`config.mk`:
```
export PLATFORM = sky130hd
export DESIGN_NAME = frame_scan_ctrl
export DESIGN_NICKNAME = d
export VERILOG_FILES = /design/src/rtl/frame_scan_pkg.sv /design/src/rtl/frame_scan_ctrl_fifo.sv /design/src/rtl/frame_scan_ctrl.sv
export SDC_FILE = /design/constraint.sdc
export NUM_CORES = 1
export LEC_CHECK = 0
export CAP_MARGIN = 0
export CORE_MARGIN = 5
export CORE_UTILIZATION = 55
export CTS_BUF_LIST = sky130_fd_sc_hd__clkbuf_8 sky130_fd_sc_hd__clkbuf_16
export DETAILED_ROUTE_END_ITERATION = 8
export PLACE_DENSITY_LB_ADDON = 0.15
export SLEW_MARGIN = 40
export SYNTH_ARGS = -nofsm -noshare
export SYNTH_HDL_FRONTEND = slang
export SYNTH_SLANG_ARGS = --single-unit
```
`constraint.sdc`:
```
create_clock -name clk -period 3.35 [get_ports clk]
set_clock_uncertainty 0.2 [all_clocks]
set_input_delay 0.335 -clock clk [delete_from_list [all_inputs] [get_ports clk]]
set_output_delay 0.335 -clock clk [all_outputs]
set_load 0.1 [all_outputs]
```
`src/rtl/frame_scan_pkg.sv`:
```
// Shared types and sizing helpers for the raster-order frame scan controller.
package frame_scan_pkg;

  localparam int PIX_W = 8;

  typedef logic [1:0] state_t;
  localparam state_t IDLE  = 2'd0;
  localparam state_t SCAN  = 2'd1;
  localparam state_t DRAIN = 2'd2;
  localparam state_t DONE  = 2'd3;

  typedef struct packed {
    logic [PIX_W-1:0] data;
    logic             eol;
    logic             eof;
  } pix_beat_t;

  // One slot per read in flight plus two so a returning beat never has to wait
  function automatic int fifo_depth(input int rd_lat);
    return rd_lat + 2;
  endfunction

  function automatic int cnt_width(input int depth);
    return $clog2(depth + 1);
  endfunction

endpackage

```
`src/rtl/frame_scan_ctrl_fifo.sv`:
```
// Skid FIFO holding returned pixel beats until the downstream stage accepts them.
module scan_skid_fifo
  import frame_scan_pkg::*;
#(
  parameter int DEPTH = 4,
  parameter int CW    = cnt_width(DEPTH)
) (
  input  logic          clk,
  input  logic          rst,
  input  logic          push,
  input  pix_beat_t     wdata,
  input  logic          pop,
  output pix_beat_t     rdata,
  output logic [CW-1:0] count,
  output logic          empty
);

  localparam int PW = (DEPTH > 1) ? $clog2(DEPTH) : 1;
  localparam logic [PW-1:0] PTR_LAST = PW'(DEPTH - 1);

  pix_beat_t     mem [DEPTH];
  logic [PW-1:0] wr_ptr, rd_ptr;
  logic          do_pop;

  assign empty  = (count == '0);
  assign do_pop = pop && !empty;
  assign rdata  = mem[rd_ptr];

  always_ff @(posedge clk) begin
    if (rst) begin
      wr_ptr <= '0;
      rd_ptr <= '0;
      count  <= '0;
    end else begin
      if (push)   wr_ptr <= (wr_ptr == PTR_LAST) ? '0 : wr_ptr + 1'b1;
      if (do_pop) rd_ptr <= (rd_ptr == PTR_LAST) ? '0 : rd_ptr + 1'b1;
      count <= count + CW'(push) - CW'(do_pop);
    end
  end

  always_ff @(posedge clk) begin
    if (push) mem[wr_ptr] <= wdata;
  end

  a_no_overflow: assert property (@(posedge clk) disable iff (rst) push |-> (count < CW'(DEPTH)));

endmodule

```
`src/rtl/frame_scan_ctrl.sv`:
```
// Raster-order BRAM frame reader with credit-limited issue and a skid FIFO on the stream side.
// Optional border drop for the Gabor stage: define FRAME_SCAN_BORDER_SKIP_EN.
module frame_scan_ctrl
  import frame_scan_pkg::*;
#(
  parameter int IMG_W       = 516,
  parameter int IMG_H       = 516,
  parameter int ADDR_W      = 19,
  parameter int DATA_W      = PIX_W,
  parameter int RD_LAT      = 2,
  parameter int KERNEL_SIZE = 5
) (
  input  logic              clk,
  input  logic              rst,
  input  logic              start,
  output logic              busy,
  output logic              done,
  output logic              bram_en,
  output logic [ADDR_W-1:0] bram_addr,
  input  logic [DATA_W-1:0] bram_rdata,
  output logic [DATA_W-1:0] pix_data,
  output logic              pix_valid,
  input  logic              pix_ready,
  output logic              pix_eol,
  output logic              pix_eof
);

  localparam int DEPTH = fifo_depth(RD_LAT);
  localparam int CW    = cnt_width(DEPTH);
  localparam int XW    = (IMG_W > 1) ? $clog2(IMG_W) : 1;
  localparam int YW    = (IMG_H > 1) ? $clog2(IMG_H) : 1;
`ifdef FRAME_SCAN_BORDER_SKIP_EN
  localparam bit SKIP  = 1'b1;
`else
  localparam bit SKIP  = 1'b0;
`endif
  localparam int B     = SKIP ? KERNEL_SIZE / 2 : 0;

  localparam logic [XW-1:0] COL_LAST = XW'(IMG_W - 1);
  localparam logic [YW-1:0] ROW_LAST = YW'(IMG_H - 1);
  localparam logic [XW-1:0] COL_HI   = XW'(IMG_W - 1 - B);
  localparam logic [YW-1:0] ROW_HI   = YW'(IMG_H - 1 - B);

  state_t            state;
  logic [XW-1:0]     col;
  logic [YW-1:0]     row;
  logic [ADDR_W-1:0] addr;
  logic [CW-1:0]     inflight, fifo_count;
  logic              fifo_empty, issue, ret, push, pop, last_rd, eol_rd, eof_rd, drain_done;
  logic [RD_LAT:1]   vld_pipe, eol_pipe, eof_pipe;
  pix_beat_t         wbeat, head;

  assign eol_rd  = (col == COL_HI);
  assign eof_rd  = eol_rd && (row == ROW_HI);
  assign last_rd = (col == COL_LAST) && (row == ROW_LAST);
  assign issue   = (state == SCAN) &&
                   (({1'b0, inflight} + {1'b0, fifo_count}) < (CW+1)'(DEPTH));
  assign ret     = vld_pipe[RD_LAT];
  assign pop     = pix_valid && pix_ready;

  assign busy      = (state != IDLE);
  assign done      = (state == DONE);
  assign bram_en   = issue;
  assign bram_addr = addr;

  // Sideband rides with the read so it lines up with bram_rdata at pipe exit
  always_ff @(posedge clk) begin
    if (rst) begin
      vld_pipe <= '0;
      eol_pipe <= '0;
      eof_pipe <= '0;
    end else begin
      vld_pipe[1] <= issue;
      eol_pipe[1] <= issue && eol_rd;
      eof_pipe[1] <= issue && eof_rd;
      for (int i = 2; i <= RD_LAT; i++) begin
        vld_pipe[i] <= vld_pipe[i-1];
        eol_pipe[i] <= eol_pipe[i-1];
        eof_pipe[i] <= eof_pipe[i-1];
      end
    end
  end

`ifdef FRAME_SCAN_BORDER_SKIP_EN
  localparam logic [XW-1:0] COL_LO = XW'(B);
  localparam logic [YW-1:0] ROW_LO = YW'(B);

  logic            keep_rd, eof_seen;
  logic [RD_LAT:1] keep_pipe;

  assign keep_rd = (col >= COL_LO) && (col <= COL_HI) && (row >= ROW_LO) && (row <= ROW_HI);
  assign push    = ret && keep_pipe[RD_LAT];

  always_ff @(posedge clk) begin
    if (rst) begin
      keep_pipe <= '0;
    end else begin
      keep_pipe[1] <= issue && keep_rd;
      for (int i = 2; i <= RD_LAT; i++) keep_pipe[i] <= keep_pipe[i-1];
    end
  end

  // Border reads after the eof pixel are still in flight; wait until they have all landed
  always_ff @(posedge clk) begin
    if (rst)                          eof_seen <= 1'b0;
    else if (state == IDLE && start)  eof_seen <= 1'b0;
    else if (pop && head.eof)         eof_seen <= 1'b1;
  end

  assign drain_done = eof_seen && (inflight == '0) && fifo_empty;
`else
  assign push       = ret;
  assign drain_done = pop && head.eof;
`endif

  assign wbeat = '{data: bram_rdata, eol: eol_pipe[RD_LAT], eof: eof_pipe[RD_LAT]};

  scan_skid_fifo #(.DEPTH(DEPTH), .CW(CW)) u_fifo (
    .clk   (clk),
    .rst   (rst),
    .push  (push),
    .wdata (wbeat),
    .pop   (pop),
    .rdata (head),
    .count (fifo_count),
    .empty (fifo_empty)
  );

  assign pix_valid = !fifo_empty;
  assign pix_data  = pix_valid ? head.data : '0;
  assign pix_eol   = pix_valid && head.eol;
  assign pix_eof   = pix_valid && head.eof;

  always_ff @(posedge clk) begin
    if (rst) begin
      state    <= IDLE;
      col      <= '0;
      row      <= '0;
      addr     <= '0;
      inflight <= '0;
    end else begin
      inflight <= inflight + CW'(issue) - CW'(ret);
      case (state)
        IDLE: if (start) begin
          col   <= '0;
          row   <= '0;
          addr  <= '0;
          state <= SCAN;
        end
        SCAN: if (issue) begin
          if (last_rd) begin
            state <= DRAIN;
          end else begin
            addr <= addr + 1'b1;
            if (col == COL_LAST) begin
              col <= '0;
              row <= row + 1'b1;
            end else begin
              col <= col + 1'b1;
            end
          end
        end
        DRAIN:   if (drain_done) state <= DONE;
        DONE:    state <= IDLE;
        default: state <= IDLE;
      endcase
    end
  end

endmodule

```
# --- After elaboration in Yosys (flattened, before gate mapping) ---
# Memory sizes are Yosys's and may differ from the RTL's. A register that Yosys moved wholly into a read port is not among the register bits.
# Index checks and enable logic that the tools add are counted.
op_classes:
  n_addsub: 10
  n_mul: 0
  n_div: 0
  n_lt_le_gt_ge: 1
  n_eq_ne: 13
  shift: 0
  muxes: 25
  bitwise_logic: 0
  reduce_logical: 17
op_table:
  columns: ["op", "n"]
  rows:
  - ["10-bit two-way mux", 7]
  - ["19-bit two-way mux", 3]
  - ["10-bit case mux with 2 select lines", 2]
  - ["19-bit case mux with 2 select lines", 1]
  - ["10-bit by 1-bit adder with 10-bit output, second input constant", 2]
  - ["10-bit equality test, second input constant", 2]
  - ["19-bit by 1-bit adder with 19-bit output, second input constant", 1]
  - ["2-bit two-way mux", 8]
  - ["2-bit != test, second input constant", 6]
  - ["1-bit logical AND", 9]
  - ["2-bit equality test, second input constant", 4]
  - ["8-bit two-way mux", 1]
  - ["2-bit case mux with 4 select lines", 1]
  - ["4-bit AND reduction", 2]
  - ["3-bit by 1-bit adder with 3-bit output", 2]
  - ["3-bit by 1-bit subtractor with 3-bit output", 2]
  - ["5-bit AND reduction", 1]
  - ["2-bit by 1-bit adder with 2-bit output, second input constant", 2]
  - ["3-bit by 3-bit adder with 4-bit output", 1]
  - ["4-bit by 3-bit < comparator with 1-bit output, second input constant", 1]
  - ["2-bit nonzero test", 2]
  - ["3-bit zero test", 1]
  - ["2-bit by 1-bit equality test with 1-bit output, second input constant", 1]
  - ["2-bit zero test", 1]
  - ["2 further kinds", 3]
totals:
  reg_bits: 57
  latch_bits: 0
  ramBits: 40
  romBits: 0
  out_inout_bits: 33
  wordCells: 78
  memories: 1
mem_list:
  columns: ["name", "words", "word_bits", "rd", "rd_ports_with_merged_regs", "wr", "line_no", "text"]
  rows:
  - ["u_fifo.mem", 4, 10, 1, 1, 1, "frame_scan_ctrl_fifo.sv:21", "pix_beat_t mem [DEPTH];"]

# --- Depth between registers and ports, before layout ---
# Gate-level depths: netlist of run 1.
depth:
  word_depth: 6
  mapped_depth: 12

# --- Modules after synthesis ---
# Synthesis of run 1 repeated with hierarchy kept, for this count alone.
unflattened:
  hier_cells: 412
  area_unflattened_um2: 4668.2
modules_own_cells:
  columns: ["mod", "instances", "cells_each", "area_per_inst_um2", "seq_area_each_um2"]
  rows:
  - ["frame_scan_ctrl", 1, 316, 2731.4, 1001.0]
  - ["scan_skid_fifo", 1, 96, 1936.9, 1381.3]

# --- Worst setup path before layout of run 1 ---
# OpenSTA, ideal clock, no wires.
synth_timing:
  kind: "register -> register"
  start: "reg state[1]"
  end: "reg inflight[2]"
  setup_time_ps: 128
  arrival_time_ps: 2742
  required_time_ps: 3022
  path_slack_ps: 281
  path_stages_with_launch: 13
  path_buffers: 2
  synth_period_minus_slack_ps: 3069
  path_cell_list: "dfxtp_1 -> inv_1 -> ha_1 -> buf_2 -> clkbuf_1 -> nand3_1 -> inv_1 -> ha_1 -> inv_1 -> fa_1 -> xor2_1 -> xnor2_1 -> nor2_1"
synth_between:
  elab_chain_cells: 4
synth_lines:
  columns: ["item", "line_no", "text"]
  rows:
  - ["start, declared", "frame_scan_ctrl.sv:44", "state_t state;"]
  - ["start signal, assigned", "frame_scan_ctrl.sv:136", "state <= IDLE;"]
  - ["start signal, assigned", "frame_scan_ctrl.sv:148", "state <= SCAN;"]
  - ["start signal, assigned", "frame_scan_ctrl.sv:152", "state <= DRAIN;"]
  - ["2-bit by 1-bit equality test with 1-bit output", "frame_scan_ctrl.sv:56", "assign issue = (state == SCAN) &&"]
  - ["1-bit logical AND", "frame_scan_ctrl.sv:56", null]
  - ["via bram_en", "frame_scan_ctrl.sv:18", "output logic bram_en,"]
  - ["3-bit by 1-bit adder with 3-bit output", "frame_scan_ctrl.sv:142", "inflight <= inflight + CW'(issue) - CW'(ret);"]
  - ["3-bit by 1-bit subtractor with 3-bit output", "frame_scan_ctrl.sv:142", null]
  - ["end signal, assigned", "frame_scan_ctrl.sv:142", null]
  - ["end, declared", "frame_scan_ctrl.sv:48", "logic [CW-1:0] inflight, fifo_count;"]
# The timed path passes the listed nets, and every way through them passes these cells.
# A chain may end at the register's enable or synchronous reset.

# --- Final worst setup path of run 1 ---
layout_timing:
  start: "reg u_fifo.count[0]"
  end: "reg u_fifo.count[2]"
layout_between:
  elab_chain_cells: 5
  elab_cells_between_ends: 6
  cone_classes: "add/sub (2); reduce/logical (4)"
layout_lines:
  columns: ["item", "line_no", "text"]
  rows:
  - ["start, declared", "frame_scan_ctrl_fifo.sv:14", "output logic [CW-1:0] count,"]
  - ["start signal, assigned", "frame_scan_ctrl_fifo.sv:37", "count <= count + CW'(push) - CW'(do_pop);"]
  - ["3-bit zero test *", "frame_scan_ctrl_fifo.sv:25", "assign empty = (count == '0);"]
  - ["1-bit zero test *", "frame_scan_ctrl_fifo.sv:26, frame_scan_ctrl.sv:129", null]
  - ["1-bit logical AND", "frame_scan_ctrl.sv:59", "assign pop = pix_valid && pix_ready;"]
  - ["1-bit logical AND *", "frame_scan_ctrl_fifo.sv:26", "assign do_pop = pop && !empty;"]
  - ["via u_fifo.do_pop", "frame_scan_ctrl_fifo.sv:23", "logic do_pop;"]
  - ["3-bit by 1-bit subtractor with 3-bit output *", "frame_scan_ctrl_fifo.sv:37", null]
# The timed path passes the listed nets; every way through them passes the cells marked *.

==> results_tabular.tex, run 1 <==
\begin{tabular}{lr}
\hline
Metric & Value \\
\hline
\multicolumn{2}{l}{\textbf{Status}} \\
Status & complete, no violations \\
\multicolumn{2}{l}{\textbf{Power and ir drop}} \\
Switching Fraction & 0.460 \\
Total power & around 3.8 mW \\
Sequential Power Share & 0.371 \\
Maximum vdd ir drop & about 0.00034 V \\
Cell-internal power & 2.08 mW \\
Power dissipated by switching net loads & 1.77 mW \\
Leakage power of the design & between 1.5 and 2 nW \\
Combinational share of power & 0.455 \\
Clock share of power & 0.174 \\
Total power divided by cell area & around 760 mW/mm\^{}2 \\
\multicolumn{2}{l}{\textbf{Clocking}} \\
Clock-pin slew on the worst setup and hold paths & 0.09 ns \\
Resized Gates After CTS & 0 \\
Cts bufs inserted & 9 \\
H-Tree Depth & 3 \\
Cell at the root of the clock tree & clkbuf\_8 \\
Maximum buffer depth of the clock tree & 2 \\
Clk\_lat worst skew & 0.35 ns \\
Clk sink count & 99 \\
Number of buffers inserted to repair setup after CTS & 0 \\
Post-CTS Hold Buffers & 0 \\
CTS tree & built \\
\multicolumn{2}{l}{\textbf{Die}} \\
Core ar. & approximately 0.008 sq mm \\
Starting Density & 0.558 \\
Width of the die & around 100 microns \\
Area of the die & 0.0101 sq mm \\
Vert. Die Dim & $\sim$100 microns \\
I/O Pins & 45 \\
Number of standard-cell rows in the floorplan & 33 \\
\multicolumn{2}{l}{\textbf{Synth}} \\
Most instantiated flip-flop cell in the synthesis netlist & dfxtp\_1 \\
Synthesized netlist cell count & between 400 and 500 \\
Number of warnings printed during yosys synthesis & 0 \\
Number of enable flip-flop cells after synthesis & 40 \\
Post-synth design cell area & between 0.004 and 0.005 sq mm \\
Top cell types by occurrence after synthesis & 59 x dfxtp\_1, 40 x edfxtp\_1, 28 x nand2\_1 \\
Average footprint of a synthesized cell & 11.1 sq um \\
Fraction of synthesis flops using an asynchronous set or reset pin & 0 \\
Leading cell type by number of instances after synthesis & dfxtp\_1 \\
Synthesized flop and latch total & slightly below 100 \\
Count of distinct cell types in the synthesized netlist & 52 \\
Fraction of the yosys area taken by sequential cells & 0.527 \\
Share of the synthesized area in the top cell type & 0.266 \\
Number of nets produced by synthesis & 440 \\
Leading area contributor after synthesis & edfxtp\_1 \\
Synth area leaders & edfxtp\_1 27\%, dfxtp\_1 26\%, ha\_1 5.3\% \\
\multicolumn{2}{l}{\textbf{Placed design}} \\
Number of buffers inserted by port buffering & 44 \\
Final RePlAce weighted congestion & between 0.8 and 0.9 \\
Final HPWL from detailed placement & about 6 mm \\
Post-detailed-placement cell area & between 0.004 and 0.005 sq mm \\
\multicolumn{2}{l}{\textbf{STA}} \\
Peak Freq & $\sim$0.36 GHz \\
Max Slew Vio Count & 0 \\
Rel. slew slack & 0.525 \\
Unrepaired setup endpoints after global routing & false \\
Worst Hold Margin & between 0.2 and 0.25 ns \\
Crit share post-route & 0.833 \\
Number of failing hold endpoints at the final stage & 0 \\
Transition time at the pin with the least slew margin & just over 0.7 ns \\
Setup Total Neg Slack & 0 ns \\
Time the worst path needs with I/O delays and setup & 2.79 ns \\
Count of final setup violators & 0 \\
\multicolumn{2}{l}{\textbf{GRT}} \\
Maximum number of pins on one net before global-route repair & 27 \\
Vias in the first global route & 3107 \\
GRT overflow & 0 \\
Wire length of the first global-routing pass & between 10 and 15 mm \\
Total GRT Usage & 0.181 \\
Number of antenna violations at the first check in global routing & 0 \\
\multicolumn{2}{l}{\textbf{Routing}} \\
Via density per instance & about 5.7 \\
Post-detailed-route count of antenna-violating nets & 0 \\
DR DRC count & 0 \\
Total routed wirelength & around 8.6 mm \\
Iteration-0 DRC Markers & 90 \\
First drt pass iteration count & 5 \\
Vias after detailed routing & between 3000 and 4000 \\
Detailed-route wire length per cell & 15.4 microns \\
\multicolumn{2}{l}{\textbf{Worst hold path}} \\
Class of the tightest hold or removal check & flop to flop \\
Start point of the worst hold path & eol\_pipe[1] \\
Hold depth & 1 \\
\multicolumn{2}{l}{\textbf{Finish}} \\
Count of inserted antenna diode cells & 0 \\
Final core utilization & 0.629 \\
Share of post-route cells with drive strength above 1 & 0.158 \\
Design area & between 0.005 and 0.006 sq mm \\
Area overhead of the layout relative to synthesis & 12.7\% \\
Layout net count & roughly 480 \\
\multicolumn{2}{l}{\textbf{Critical path}} \\
Max FO, Critical Path & 12 \\
Cells on worst reg2reg path & 10 \\
Startpoint of the most critical setup path & u\_fifo.count[0] \\
Critical path capture point type & flop \\
Arrival time at the worst endpoint & around 2.8 ns \\
CP required & 3.39 ns \\
RR Startpoint & u\_fifo.count[0] \\
Critical path class & flop to flop \\
Startpoint type of the worst setup path & flop \\
\multicolumn{2}{l}{\textbf{Run}} \\
Max cap viols & 0 \\
\hline
\end{tabular}
==> sequential cells by signal (all words and copies together), names as in the netlist, named ones only <==
| signal | cells |
|---|---|
| state | 2 |
| vld_pipe | 2 |
| bram_addr | 19 |
| row | 10 |
| u_fifo.mem | 40 |
| eof_pipe | 2 |
| u_fifo.rd_ptr | 2 |
| u_fifo.wr_ptr | 2 |
| col | 10 |
| eol_pipe | 2 |
| u_fifo.count | 3 |
| inflight | 3 |
==> layer usage <==
metal | up-vias | global-route usage | wire (microns)
li1 | 1572 | - | -
met1 | 1545 | 0.225 | 3950
met2 | 60 | 0.311 | 4290
met3 | 10 | 0.0478 | 285
met4 | 0 | 0.0528 | 114
met5 | - | 0 | 0
==> path summary, 6_finish.rpt <==
path                          end  slack, ns
setup reg to reg  u_fifo.count[2]       0.56
hold reg to reg       eol_pipe[2]       0.24
setup / recovery  u_fifo.count[2]       0.56
hold / removal        eol_pipe[2]       0.24
==> cell type report <==
cell class	instances	area, sq um
Inverter	21	78.8
Timing Repair Buffer	48	350
Tap cell	105	131
Sequential cell	99	2380
Clock buffer	9	124
Multi-Input combinational cell	271	1980
Clock inverter	7	45.0
Fill cell	672	3000
==> layout by cell type, fill, tap and decap left out, types with 11 or more instances in the layout <==
| cell type | instances |
|---|---|
| a21oi_1 | 23 |
| and2_1 | 19 |
| buf_2 | 15 |
| buf_4 | 22 |
| clkdlybuf4s50_1 | 11 |
| dfxtp_1 | 59 |
| edfxtp_1 | 40 |
| ha_1 | 19 |
| inv_1 | 23 |
| nand2_1 | 28 |
| nand3_1 | 18 |
| nand4_1 | 11 |
| nor2_1 | 24 |
| o21ai_0 | 15 |
| or3_1 | 11 |
==> cells by family (layout without fill, tap and decap cells) <==
kind of cell	Yosys count	in the layout	synth area share
buffers and inverters	37	85	0.0349
XOR/XNOR	17	17	0.0330
adder cells (fa/ha/maj)	21	21	0.0615
AND/OR/NAND/NOR	152	152	0.186
multiplexers	14	14	0.0590
flip-flops	99	99	0.527
AO/OA/AOI/OAI	67	67	0.0986
==> metrics by stage <==
step	setup slack (ns)	instances
6_report	0.560	560
4_1_cts	0.550	560
3_3_place_gp	0.674	544
5_1_grt	0.415	560
2_1_floorplan	0.281	407
3_5_place_dp	0.559	544
==> worst max-delay path: stages (launching register included) <==
cell and delay [ns]:
dfxtp_1 0.35, or3_1 0.56, nand2_1 0.20, inv_1 0.09, ha_1 0.27, inv_1 0.04
ha_1 0.19, fa_1 0.38, xnor2_1 0.21, xnor2_1 0.15, nor2_1 0.06
==> power groups by stage <==
stage | Combinational, mW | Clock [mW] | Sequential, mW
floorplan | 1.42 | 0 | 1.44
global placement | 1.74 | 0 | 1.45
detailed placement | 1.76 | 0 | 1.46
CTS | 1.76 | 0.691 | 1.43
global route | 1.87 | 0.745 | 1.45
finish | 1.75 | 0.669 | 1.43
No activity file was read; power rests on OpenSTA's default activity.
==> run 2: changes to the inputs <==
==> constraint.sdc (replaced) <==
create_clock -name clk -period 2.85 [get_ports clk]
set_clock_uncertainty 0.2 [all_clocks]
set_input_delay 0.285 -clock clk [delete_from_list [all_inputs] [get_ports clk]]
set_output_delay 0.285 -clock clk [all_outputs]
set_load 0.1 [all_outputs]
==> run 2 against run 1 <==
  * Wire length is 0.79% higher
  * Die area stayed put
  * Highest routed layer unchanged
  * Power is 23% higher
  * First-iteration DRC count is 5.6% higher
  * Sequential share of layout area is 1.0 points lower
  * Count of clock-buffer cells in the layout stayed put
  * Non-clock buffer count is 5 higher
==> results_tabular.tex, run 2 (same netlist as run 1, synthesis figures left out) <==
\begin{tabular}{lr}
\hline
Metric & Value \\
\hline
\multicolumn{2}{l}{\textbf{Critical path}} \\
Critical path capture point type & flop (unchanged) \\
Slowest stage cell on the critical path & or3\_1 (unchanged) \\
Worst-path cell chain & or3\_1 > nand2\_1 > inv\_1 > ha\_1 > inv\_1 > ha\_1 > fa\_1 > xnor2\_1 > xnor2\_1 > nor2\_1 (unchanged) \\
Arrival time at the worst endpoint & 2.57 ns (was 2.83 ns) \\
CP max stage delay & 0.37 ns (was 0.56 ns) \\
Critical path class & flop to flop (unchanged) \\
Max FO, Critical Path & 4 (was 12) \\
Cells on worst reg2reg path & 10 (unchanged) \\
RR Startpoint & u\_fifo.count[1] (was u\_fifo.count[0]) \\
CP required & 2.90 ns (was 3.39 ns) \\
Internal reg-to-reg setup slack & 0.33 ns (was 0.56 ns) \\
Endpoint of the lowest-slack register-to-register path & u\_fifo.count[2] (unchanged) \\
Startpoint type of the worst setup path & flop (unchanged) \\
\multicolumn{2}{l}{\textbf{Finish}} \\
Flip-flop count of the largest register, all copies and words added & 40 (unchanged) \\
Register ranked first by flip-flop count & u\_fifo.mem (unchanged) \\
Area of combinational cells with multiple inputs & 0.00198 sq mm (unchanged) \\
Most frequent cells in the layout & 59 x dfxtp\_1, 40 x buf\_4, 40 x edfxtp\_1, 28 x nand2\_1, 24 x nor2\_1 (was 59 x dfxtp\_1, 40 x edfxtp\_1, 28 x nand2\_1, 24 x nor2\_1) \\
Count of inserted antenna diode cells & 0 (unchanged) \\
Most frequent standard cell in the layout excluding fill and tap cells & dfxtp\_1 (unchanged) \\
Share of post-route cells with drive strength above 1 & 0.172 (was 0.158) \\
Area overhead of the layout relative to synthesis & 15.2\% (was 12.7\%) \\
Storage element area & 0.00238 sq mm (unchanged) \\
Layout net count & 488 (was 483) \\
Count of filler cells inserted in the layout & 674 (was 672) \\
\multicolumn{2}{l}{\textbf{STA}} \\
Max Slew Vio Count & 0 (unchanged) \\
Rel. slew slack & 0.636 (was 0.525) \\
Transition time at the pin with the least slew margin & 0.542 ns (was 0.707 ns) \\
Crit share post-route & 0.883 (was 0.833) \\
Setup Total Neg Slack & 0 ns (unchanged) \\
Peak Freq & 0.397 GHz (was 0.358 GHz) \\
Count of final setup violators & 0 (unchanged) \\
Number of failing hold endpoints at the final stage & 0 (unchanged) \\
Time the worst path needs with I/O delays and setup & 2.52 ns (was 2.79 ns) \\
Worst path setup slack after routing & 0.334 ns (was 0.560 ns) \\
Unrepaired setup endpoints after global routing & false (unchanged) \\
\multicolumn{2}{l}{\textbf{Worst hold path}} \\
Start point of the worst hold path & vld\_pipe[1] (was eol\_pipe[1]) \\
Hold depth & 1 (unchanged) \\
Hold Crit Endpoint & vld\_pipe[2] (was eol\_pipe[2]) \\
Class of the tightest hold or removal check & flop to flop (unchanged) \\
\multicolumn{2}{l}{\textbf{GRT}} \\
Total GRT Usage & 0.185 (was 0.181) \\
Maximum number of pins on one net before global-route repair & 27 (unchanged) \\
Number of antenna violations at the first check in global routing & 0 (unchanged) \\
Wire length of the first global-routing pass & 14.8 mm (was 14.7 mm) \\
GRT overflow & 0 (unchanged) \\
Vias in the first global route & 3106 (was 3107) \\
\multicolumn{2}{l}{\textbf{Placed design}} \\
Post-place setup slack & 0.352 ns (was 0.559 ns) \\
Number of buffers inserted by port buffering & 44 (unchanged) \\
Final HPWL from detailed placement & 6.17 mm (was 6.12 mm) \\
Final RePlAce weighted congestion & 0.858 (was 0.871) \\
\multicolumn{2}{l}{\textbf{Clocking}} \\
Cts bufs inserted & 9 (unchanged) \\
Clock-pin slew on the worst setup and hold paths & 0.10 ns (was 0.09 ns) \\
Resized Gates After CTS & 0 (unchanged) \\
Post-CTS Hold Buffers & 0 (unchanged) \\
Cell at the root of the clock tree & clkbuf\_8 (unchanged) \\
H-Tree Depth & 3 (unchanged) \\
CTS tree & built (unchanged) \\
Clk sink count & 99 (unchanged) \\
Number of buffers inserted to repair setup after CTS & 0 (unchanged) \\
Clk\_lat worst skew & 0.36 ns (was 0.35 ns) \\
Maximum buffer depth of the clock tree & 2 (unchanged) \\
\multicolumn{2}{l}{\textbf{Die}} \\
I/O Pins & 45 (unchanged) \\
Area of the die & 0.0101 sq mm (unchanged) \\
Core ar. & 0.00809 sq mm (unchanged) \\
Starting Density & 0.558 (unchanged) \\
Number of standard-cell rows in the floorplan & 33 (unchanged) \\
Vert. Die Dim & 101 microns (unchanged) \\
Width of the die & 101 microns (unchanged) \\
\multicolumn{2}{l}{\textbf{Routing}} \\
Iteration-0 DRC Markers & 95 (was 90) \\
Vias after detailed routing & 3180 (was 3187) \\
Detailed-route wire length per cell & 15.4 microns (about the same) \\
Via density per instance & 5.63 (was 5.69) \\
Post-detailed-route count of antenna-violating nets & 0 (unchanged) \\
First drt pass iteration count & 4 (was 5) \\
DR DRC count & 0 (unchanged) \\
Total routed wirelength & 8.71 mm (was 8.64 mm) \\
\multicolumn{2}{l}{\textbf{Power and ir drop}} \\
Total power divided by cell area & 906 mW/mm\^{}2 (was 756 mW/mm\^{}2) \\
Leakage power of the design & 1.88 nW (was 1.85 nW) \\
Maximum vdd ir drop & 0.000486 V (was 0.000337 V) \\
Total power & 4.71 mW (was 3.85 mW) \\
\multicolumn{2}{l}{\textbf{Status}} \\
Status & complete, no violations (unchanged) \\
\multicolumn{2}{l}{\textbf{Run}} \\
Max cap viols & 0 (unchanged) \\
\hline
\end{tabular}
==> run 2: final cells by class <==
class,instances,share of cell area
Timing Repair Buffer,53,0.0866
Multi-Input combinational cell,271,0.380
Inverter,21,0.0159
Clock buffer,9,0.0238
Sequential cell,99,0.458
Tap cell,105,0.0252
Clock inverter,7,0.0106
==> run 2: how the worst max path moves through the flow <==
| stage | from | end | slack [ns] |
|---|---|---|---|
| 4_1_cts | u_fifo.count[1] | u_fifo.count[2] | 0.33 |
| 6_report | u_fifo.count[1] | u_fifo.count[2] | 0.33 |
| 5_1_grt | state[1] | col[2] | 0.09 |
| 2_1_floorplan | state[1] | inflight[2] | 0.02 |
| 3_5_place_dp | u_fifo.count[0] | u_fifo.count[2] | 0.35 |
| 3_3_place_gp | u_fifo.count[0] | u_fifo.count[2] | 0.39 |
==> run 2: layer usage <==
layer  global-route usage  part of all wire  vias up
met5                    0                 0        -
met4               0.0715             0.015        0
met3               0.0311             0.035        9
met2                0.309              0.49       63
met1                0.240              0.46     1524
li1                     -                 -     1584
==> run 2: worst max-delay path: cells and delay by family (launching register included) <==
kind	cells	cell delay [ns]
xor gates and xnor gates	2	0.34
DFF	1	0.36
and+or+nand+nor	3	0.55
buffers and inverters	2	0.12
adders and majority gates	3	0.83
==> run 2: per-stage QoR <==
step | cells | instance area, sq um | hold WS [ns] | utilization
CTS | 565 | 5200 | 0.246 | 0.643
global route | 565 | 5200 | 0.261 | 0.643
detailed placement | 549 | 5020 | 0.225 | 0.621
floorplan | 407 | 4520 | 0.184 | -
finish | 565 | 5200 | 0.243 | 0.643
global placement | 549 | 5020 | 0.217 | 0.621
==> run 2: power breakdown <==
| group | total [mW] | internal [mW] | switching, mW |
|---|---|---|---|
| Combinational | 2.21 | 0.660 | 1.55 |
| Sequential | 1.65 | 1.56 | 0.0893 |
| Clock | 0.847 | 0.332 | 0.515 |
| Total | 4.71 | 2.56 | 2.16 |
==> run 3: changes to the inputs <==
--- a/config.mk
+++ b/config.mk
@@ -7,7 +7,7 @@
 export LEC_CHECK = 0
 export CAP_MARGIN = 0
 export CORE_MARGIN = 5
-export CORE_UTILIZATION = 55
+export CORE_UTILIZATION = 51
 export CTS_BUF_LIST = sky130_fd_sc_hd__clkbuf_8 sky130_fd_sc_hd__clkbuf_16
 export DETAILED_ROUTE_END_ITERATION = 8
 export PLACE_DENSITY_LB_ADDON = 0.15
==> constraint.sdc (replaced) <==
create_clock -name clk -period 2.3 [get_ports clk]
set_clock_uncertainty 0.2 [all_clocks]
set_input_delay 0.23 -clock clk [delete_from_list [all_inputs] [get_ports clk]]
set_output_delay 0.23 -clock clk [all_outputs]
set_load 0.1 [all_outputs]
==> run 3 against run 2 <==
  * The flow now finishes with violations (negative setup slack)
  * Fmax grew 6.2%
  * Die area grew 7.0%
  * Register-to-register slack worse by 0.40 ns
  * Count of clock-buffer cells in the layout stayed put
  * Sequential cell count unchanged
  * Global-route usage down 0.39 points
  * Non-clock buffer count increased by 37
  * Final area rose by 14%
  * Sequential power up 25%
  * Via count is 6.7% higher
  * Sequential share of layout area shrank 5.0 points
  * Final cell count rose by 7.1%
==> results_tabular.tex, run 3 (same netlist as run 1, synthesis figures left out) <==
\begin{tabular}{lr}
\hline
Metric & Value \\
\hline
\multicolumn{2}{l}{\textbf{Die}} \\
Vert. Die Dim & 104 microns (was 101 microns) \\
Core ar. & 0.00868 sq mm (was 0.00809 sq mm) \\
Starting Density & 0.521 (was 0.558) \\
Number of standard-cell rows in the floorplan & 34 (was 33) \\
I/O Pins & 45 (unchanged) \\
Area of the die & 0.0108 sq mm (was 0.0101 sq mm) \\
Width of the die & 104 microns (was 101 microns) \\
\multicolumn{2}{l}{\textbf{Critical path}} \\
Critical path class & flop to flop (unchanged) \\
Internal reg-to-reg setup slack & -0.07 ns (was 0.33 ns) \\
Startpoint type of the worst setup path & flop (unchanged) \\
Cells on worst reg2reg path & 10 (unchanged) \\
CP required & 2.33 ns (was 2.90 ns) \\
Critical path capture point type & flop (unchanged) \\
Arrival time at the worst endpoint & 2.41 ns (was 2.57 ns) \\
Max FO, Critical Path & 4 (unchanged) \\
\multicolumn{2}{l}{\textbf{Routing}} \\
DR DRC count & 0 (unchanged) \\
Via density per instance & 5.61 (was 5.63) \\
Detailed-route wire length per cell & 16.5 microns (was 15.4 microns) \\
Iteration-0 DRC Markers & 122 (was 95) \\
First drt pass iteration count & 4 (unchanged) \\
Post-detailed-route count of antenna-violating nets & 0 (unchanged) \\
Total routed wirelength & 9.96 mm (was 8.71 mm) \\
Vias after detailed routing & 3392 (was 3180) \\
\multicolumn{2}{l}{\textbf{Power and ir drop}} \\
Maximum vdd ir drop & 0.000590 V (was 0.000486 V) \\
Total power & 7.09 mW (was 4.71 mW) \\
Leakage power of the design & 2.15 nW (was 1.88 nW) \\
Total power divided by cell area & 1200 mW/mm\^{}2 (was 906 mW/mm\^{}2) \\
\multicolumn{2}{l}{\textbf{Finish}} \\
Final core utilization & 0.682 (was 0.643) \\
Share of post-route cells with drive strength above 1 & 0.344 (was 0.172) \\
Register ranked first by flip-flop count & u\_fifo.mem (unchanged) \\
Flip-flop count of the largest register, all copies and words added & 40 (unchanged) \\
Most frequent standard cell in the layout excluding fill and tap cells & buf\_4 (was dfxtp\_1) \\
Layout net count & 525 (was 488) \\
Most frequent cells in the layout & 59 x buf\_4, 40 x edfxtp\_1, 39 x dfxtp\_1, 26 x nand2\_1, 24 x nor2\_1 (was 59 x dfxtp\_1, 40 x buf\_4, 40 x edfxtp\_1, 28 x nand2\_1, 24 x nor2\_1) \\
Design area & 0.00592 sq mm (was 0.00520 sq mm) \\
Area overhead of the layout relative to synthesis & 31.0\% (was 15.2\%) \\
Count of inserted antenna diode cells & 0 (unchanged) \\
\multicolumn{2}{l}{\textbf{GRT}} \\
Vias in the first global route & 3332 (was 3106) \\
Total GRT Usage & 0.181 (was 0.185) \\
Wire length of the first global-routing pass & 16.1 mm (was 14.8 mm) \\
GRT overflow & 0 (unchanged) \\
Maximum number of pins on one net before global-route repair & 27 (unchanged) \\
Number of antenna violations at the first check in global routing & 0 (unchanged) \\
\multicolumn{2}{l}{\textbf{STA}} \\
Transition time at the pin with the least slew margin & 0.583 ns (was 0.542 ns) \\
Worst path setup slack after routing & -0.0705 ns (was 0.334 ns) \\
Time the worst path needs with I/O delays and setup & 2.37 ns (was 2.52 ns) \\
Peak Freq & 0.422 GHz (was 0.397 GHz) \\
Max Slew Vio Count & 0 (unchanged) \\
Crit share post-route & 1.03 (was 0.883) \\
Worst Hold Margin & 0.252 ns (was 0.243 ns) \\
Count of final setup violators & 4 (was 0) \\
Rel. slew slack & 0.611 (was 0.636) \\
Number of failing hold endpoints at the final stage & 0 (unchanged) \\
Unrepaired setup endpoints after global routing & true (was false) \\
\multicolumn{2}{l}{\textbf{Clocking}} \\
Cell at the root of the clock tree & clkbuf\_8 (unchanged) \\
Clock-pin slew on the worst setup and hold paths & 0.10 ns (about the same) \\
Clk\_lat worst skew & 0.36 ns (about the same) \\
Cts bufs inserted & 9 (unchanged) \\
CTS tree & built (unchanged) \\
Maximum buffer depth of the clock tree & 2 (unchanged) \\
Clk sink count & 99 (unchanged) \\
Post-CTS Hold Buffers & 0 (unchanged) \\
H-Tree Depth & 3 (unchanged) \\
\multicolumn{2}{l}{\textbf{Worst hold path}} \\
Hold depth & 1 (unchanged) \\
Class of the tightest hold or removal check & flop to flop (unchanged) \\
\multicolumn{2}{l}{\textbf{Placed design}} \\
Number of buffers inserted by port buffering & 44 (unchanged) \\
Final RePlAce weighted congestion & 0.881 (was 0.858) \\
Post-detailed-placement cell area & 0.00544 sq mm (was 0.00502 sq mm) \\
Final HPWL from detailed placement & 6.80 mm (was 6.17 mm) \\
\multicolumn{2}{l}{\textbf{Status}} \\
Failing checks & negative setup slack \\
Status & complete, but fails checks (was complete, no violations) \\
\multicolumn{2}{l}{\textbf{Run}} \\
Max cap viols & 0 (unchanged) \\
\hline
\end{tabular}
## run 3: critical path, stage by stage (launching register included)
cell	delay [ns]
dfxtp_2	0.35
or3_4	0.38
nand2_4	0.10
inv_4	0.04
ha_4	0.25
inv_2	0.04
ha_4	0.15
fa_2	0.37
xnor2_2	0.14
xnor2_1	0.15
nor2_1	0.07
## run 3: metal layers
layer | wire length (microns) | vias to the layer above | part of all wire | global-route usage
met2 | 5160 | 71 | 0.52 | 0.310
met3 | 354 | 14 | 0.036 | 0.0428
met5 | 0 | - | 0 | 0
li1 | - | 1665 | - | -
met4 | 119 | 0 | 0.012 | 0.0426
met1 | 4320 | 1642 | 0.43 | 0.232
## run 3: final timing paths
check             startpoint              end
max          u_fifo.count[1]  u_fifo.count[2]
min reg2reg      eof_pipe[1]      eof_pipe[2]
min              eof_pipe[1]      eof_pipe[2]
max reg2reg  u_fifo.count[1]  u_fifo.count[2]
## run 3: area by class of cell
cell class / instances / area (sq um)
clock buffer: 9 / 124
inverter: 21 / 85.1
fill: 669 / 2760
sequential: 99 / 2410
multi-input combinational: 271 / 2180
clock inverter: 7 / 86.3
tap: 108 / 135
timing repair buffer: 90 / 895
## run 3: metrics by stage
step | worst slack [ns] | cells | TNS, ns
6_report | -0.0705 | 605 | -0.174
5_1_grt | -0.126 | 605 | -0.844
4_1_cts | -0.0426 | 599 | -0.0426
3_5_place_dp | -0.151 | 581 | -1.70
3_3_place_gp | -0.0414 | 581 | -0.257
2_1_floorplan | -0.270 | 407 | -0.421
## run 3: repair_timing
action / 4_1_cts / 5_1_grt
cloned: 0 / 1
pin swaps: 5 / 19
setup buffers: 2 / 5
setup endpoints to repair: 24 / 36
resized for setup: 24 / 27
endpoints found under the hold margin: 0 / 0
## run 3: report_power, final
part	internal, mW	switching, mW
clock	0.522	0.635
sequential	1.96	0.105
combinational	1.61	2.27
==> variant 1 (settings of run 2) <==
The parameter `ADDR_W` goes from 19 to 21.
--- a/src/rtl/frame_scan_ctrl.sv
+++ b/src/rtl/frame_scan_ctrl.sv
@@ -5,7 +5,7 @@
 #(
   parameter int IMG_W       = 516,
   parameter int IMG_H       = 516,
-  parameter int ADDR_W      = 19,
+  parameter int ADDR_W      = 21,
   parameter int DATA_W      = PIX_W,
   parameter int RD_LAT      = 2,
   parameter int KERNEL_SIZE = 5
Interface: changed (resized bram_addr); port bits go from 45 to 47. No check against the original RTL was run, so the function may have changed too.
==> variant 1 against run 2 <==
  * Critical path depth is 6 lower
  * Register-to-register slack worse by 0.06 ns
  * Fmax is 3.2% lower
  * First-iteration DRC count is 33% higher
  * Sequential cell count is 2 higher
  * Area after synthesis is 3.1% higher
  * Wire length is 2.6% higher
  * Worst setup slack worse by 0.082 ns
  * Synthesized cell count is 3.4% higher
  * Power is 1.1% higher
  * Design area is 4.6% higher
  * Via count is 5.3% higher
  * Largest power group unchanged
==> variant 1: results (changes against run 2) <==
# Post-CTS Setup Buffers 0 (unchanged); sequential element share of the synthesized area 0.520 (-0.00713); initial antenna violation count 0 (unchanged); NumNets Final 502 (+2.9%); Most flops, register u_fifo.mem; YS warnings 0 (unchanged); vias in the first global route 3243 (+4.4%); # diodes 0 (unchanged); worst min path class flip-flop to flip-flop; number of synthesized flops with an enable pin 40 (unchanged); wire per inst 15.4 um (about the same); largest net degree at the start of global routing 32 (+19%); post-synthesis cell type count 57 (+9.6%); TritonRoute pass-1 iters 5 (+1); GPL Wtd Cong 0.833 (-2.9%); Synth async-reset ratio 0 (unchanged); synth cell count leaders dfxtp_1 (61), edfxtp_1 (40), nor2_1 (30), a21oi_1 (26), nand2_1 (23); switching pwr 0.00209 W (-3.3%); ranking of synthesized cells by area dfxtp_1 (26%), edfxtp_1 (26%), ha_1 (5.1%), mux4_2 (4.8%), a21oi_1 (2.8%); area of placed instances 5260 um^2 (+4.7%); actual slew at the worst max-slew pin 0.607 ns (+0.0656 ns); CTS clk-pin slew, worst paths 0.09 ns; GR Util All Layers 0.181 (-0.00432); Max IR drop VDD 0.478 mV (-1.5%); Detail Placement HPWL 6320 um (+2.4%); Critical Path AT 2.11 ns (-0.46 ns); status finished clean; post-CTS sizing 0 (unchanged); Port-buffer cells 46 (+4.5%); First DRT Iteration DRCs 126 (+33%); Clk Latency, worst-skew pair 0.35 ns; CTS root buffer clkbuf_8; clk buf depth 2 (unchanged); max FFs per register 40 (unchanged); post-synth net total 454 (+3.2%); vias per std cell 5.79 (+2.8%); critical path fanouts, max 7 (+3); global-route wire length before repair 15000 um (+1.3%); Leakage 1.88 nW (+0.49%); CTS Buf Count 9 (unchanged); layout cells sized above 1 0.165 (-0.00718); H-tree depth 3 (unchanged)
[variant 1: changes by cell type in the layout (fill, tap and decap cells not counted), moves of 5 or more]
cell	before	now
o21ai_1	2	10
buf_12	2	11
o21ai_0	15	5
buf_4	40	34
o31ai_1	2	13
nand2_1	28	23
and2_1	19	5
nor2_1	24	30
nor2b_1	8	17
o41ai_1	0	5
[variant 1: worst paths after layout]
| kind | start | endpoint | slack, ns | depth (start not counted) |
|---|---|---|---|---|
| max | flip-flop | pix_eol | 0.25 | 4 |
| min | vld_pipe[1] | vld_pipe[2] | 0.24 | 1 |
| max reg2reg | u_fifo.count[2] | inflight[2] | 0.27 | 10 |
| min reg2reg | vld_pipe[1] | vld_pipe[2] | 0.24 | 1 |
[variant 1: stage by stage]
step / setup slack [ns] / util / cells / total power (W) / hold WS, ns
finish: 0.251 / 0.663 / 579 / 0.00477 / 0.239
global route: 0.0670 / 0.663 / 579 / 0.00502 / 0.260
CTS: 0.192 / 0.661 / 579 / 0.00481 / 0.242
detailed placement: 0.273 / 0.640 / 563 / 0.00400 / 0.220
global placement: 0.329 / 0.640 / 563 / 0.00397 / 0.223
floorplan: 0.112 / - / 421 / 0.00334 / 0.184
[variant 1: area by class of cell]
| type | count | area [um^2] |
|---|---|---|
| Fill cell | 623 | 2770 |
| Sequential cell | 101 | 2420 |
| Multi-Input combinational cell | 278 | 2040 |
| Timing Repair Buffer | 56 | 586 |
| Tap cell | 105 | 131 |
| Clock buffer | 9 | 124 |
| Inverter | 23 | 90.1 |
| Clock inverter | 7 | 50.0 |
[variant 1: cell families (layout without fill, tap and decap cells)]
logic type                 Yosys count  after routing  synth area share
and+or+nand+nor                    149            149             0.180
muxes                               15             15            0.0594
adders and majority gates           21             21            0.0596
xor gates and xnor gates            11             11            0.0207
AOI/OAI and AO/OA                   82             82             0.117
DFF                                101            101             0.520
buffers and inverters               42             95            0.0435
[variant 1: metal layers]
layer	share of wire	up-vias	track usage
met5	0	-	0
li1	-	1669	-
met1	0.43	1609	0.220
met3	0.037	14	0.0259
met2	0.52	58	0.321
met4	0.017	0	0.0727
[variant 1: power by group through the flow]
| stage | Sequential, W | Clock, W | Combinational, W |
|---|---|---|---|
| floorplan | 0.00173 | 0 | 0.00161 |
| global placement | 0.00172 | 0 | 0.00225 |
| detailed placement | 0.00173 | 0 | 0.00227 |
| CTS | 0.00169 | 0.000834 | 0.00228 |
| global route | 0.00171 | 0.000884 | 0.00243 |
| finish | 0.00169 | 0.000804 | 0.00227 |
[variant 1: critical path, cell delays in order (launching register included)]
cell	delay [ns]
dfxtp_1	0.64
buf_4	0.25
mux4_2	0.49
nor2b_1	0.15
buf_4	0.23
==> variant 2 (flow settings as in run 2) <==
Without the edit above. Add a define of `FRAME_SCAN_BORDER_SKIP_EN`.
--- a/src/rtl/frame_scan_ctrl.sv
+++ b/src/rtl/frame_scan_ctrl.sv
@@ -1,5 +1,7 @@
 // Raster-order BRAM frame reader with credit-limited issue and a skid FIFO on the stream side.
 // Optional border drop for the Gabor stage: define FRAME_SCAN_BORDER_SKIP_EN.
+`define FRAME_SCAN_BORDER_SKIP_EN
+
 module frame_scan_ctrl
   import frame_scan_pkg::*;
 #(
Check against the original RTL: not equivalent (Yosys sat finds a counterexample within 10 cycles, from zero or initial values and one cycle with rst high).
==> variant 2 against run 2 <==
  * Power is 3.4% higher
  * Wire length rose by 7.3%
  * Utilization shrank 0.40 points
  * Sequential cell count grew 3
  * Worst setup slack got worse by 0.084 ns
  * Sequential share of layout area decreased by 1.7 points
  * Design area increased by 6.6%
  * Area after synthesis increased by 8.0%
==> variant 2: results (changes against run 2) <==
wire per inst 15.4 um (-0.41%); critical path fanouts, max 12 (+8); FF-to-FF setup slack 0.25 ns (-0.08 ns); Max transition margin 0.520 (-0.116); GPL Wtd Cong 0.868 (+1.2%); Synth Area in Compound Gates 0.102 (+0.00323); post-synthesis mux area share 0.0526 (-0.00641); Inst Count DP 593 (+8.0%); vias in the first global route 3320 (+6.9%); Detail Placement HPWL 6860 um (+11%); status finished clean; dpl ws 0.268 ns (-0.0842 ns); Mapped Avg Cell Area 10.8 um^2 (-2.3%); Max stage delay on crit path 0.41 ns (+0.04 ns); vias per std cell 5.64 (+0.27%); worst r2r src inflight[2]; post-synth net total 489 (+11%); TritonRoute pass-1 iters 5 (+1); Tcrit/Tclk final 0.912 (+0.0295); Filler cells 714 (+5.9%); post-synthesis cell type count 61 (+17%); largest net degree at the start of global routing 31 (+15%); First DRT Iteration DRCs 130 (+37%); sequential element share of the synthesized area 0.501 (-0.0266); ranking of synthesized cells by area dfxtp_1 (25%), edfxtp_1 (25%), ha_1 (6.4%), mux4_2 (4.6%), a21oi_1 (2.8%); CP max-delay cell and3_1; Leakage 2.02 nW (+7.9%); Post-Synth Adder-Cell Area 0.0723 (+0.0108); detailed-route via count 3437 (+8.1%); number of synthesized flops with an enable pin 40 (unchanged); NumNets Final 535 (+9.6%); synth cell count leaders dfxtp_1 (62), edfxtp_1 (40), nand2_1 (30), nor2_1 (30); Register-to-Register Path Depth 7 (-3); Critical Path AT 2.65 ns (+0.08 ns); GR Util All Layers 0.178 (-0.00706)
==> variant 2: routing by layer <==
metal / part of all wire / GRT usage / up-vias
met3: 0.039 / 0.0236 / 9
met1: 0.44 / 0.224 / 1617
li1: - / - / 1737
met2: 0.51 / 0.319 / 74
met5: 0 / 0 / -
met4: 0.011 / 0.0490 / 0
==> variant 2: worst min-delay path by stage <==
stage | from | to | slack [ns]
after global placement | vld_pipe[1] | vld_pipe[2] | 0.22
after detailed placement | vld_pipe[1] | vld_pipe[2] | 0.23
after global routing | vld_pipe[1] | vld_pipe[2] | 0.26
final | eof_pipe[1] | eof_pipe[2] | 0.24
after CTS | vld_pipe[1] | vld_pipe[2] | 0.25
after floorplan | bram_rdata[0] | u_fifo.mem[0][2] | 0.18
==> variant 2: per-stage QoR <==
step / cell area (um^2) / util / hold WS (ns)
final: 5550 / 0.639 / 0.245
after global routing: 5550 / 0.639 / 0.258
after CTS: 5550 / 0.639 / 0.247
after detailed placement: 5350 / 0.616 / 0.226
after global placement: 5350 / 0.616 / 0.219
after floorplan: 4890 / - / 0.184
==> variant 2: logic make-up (layout without fill, tap and decap cells) <==
| family | Yosys count | count (layout) |
|---|---|---|
| AND/OR/NAND/NOR | 173 | 173 |
| buffers and inverters | 43 | 94 |
| multiplexers | 13 | 13 |
| adder cells (fa/ha/maj) | 27 | 27 |
| flip-flops | 102 | 102 |
| AO/OA/AOI/OAI | 78 | 78 |
| XOR/XNOR | 14 | 14 |
==> variant 2: area by class of cell <==
type / instances / area share
clock buffers: 9 / 0.0223
inverters: 28 / 0.0190
repair buffers: 50 / 0.0749
well taps: 108 / 0.0244
flip-flops and latches: 102 / 0.440
multi-input cells: 305 / 0.406
clock inverters: 7 / 0.0133
==> variant 2: worst max-delay path: cells and delay by family (launching register included) <==
family | cells | cell delay (ns)
simple gates | 2 | 0.78
fa+ha+maj | 1 | 0.31
compound gates | 3 | 0.64
buf+inv | 1 | 0.21
flops | 1 | 0.35
==> variant 2: power breakdown <==
part	internal [W]	total [W]	switching [W]
Sequential	0.00160	0.00169	0.0000920
Clock	0.000410	0.000904	0.000493
Combinational	0.000656	0.00228	0.00163
Total	0.00266	0.00488	0.00221
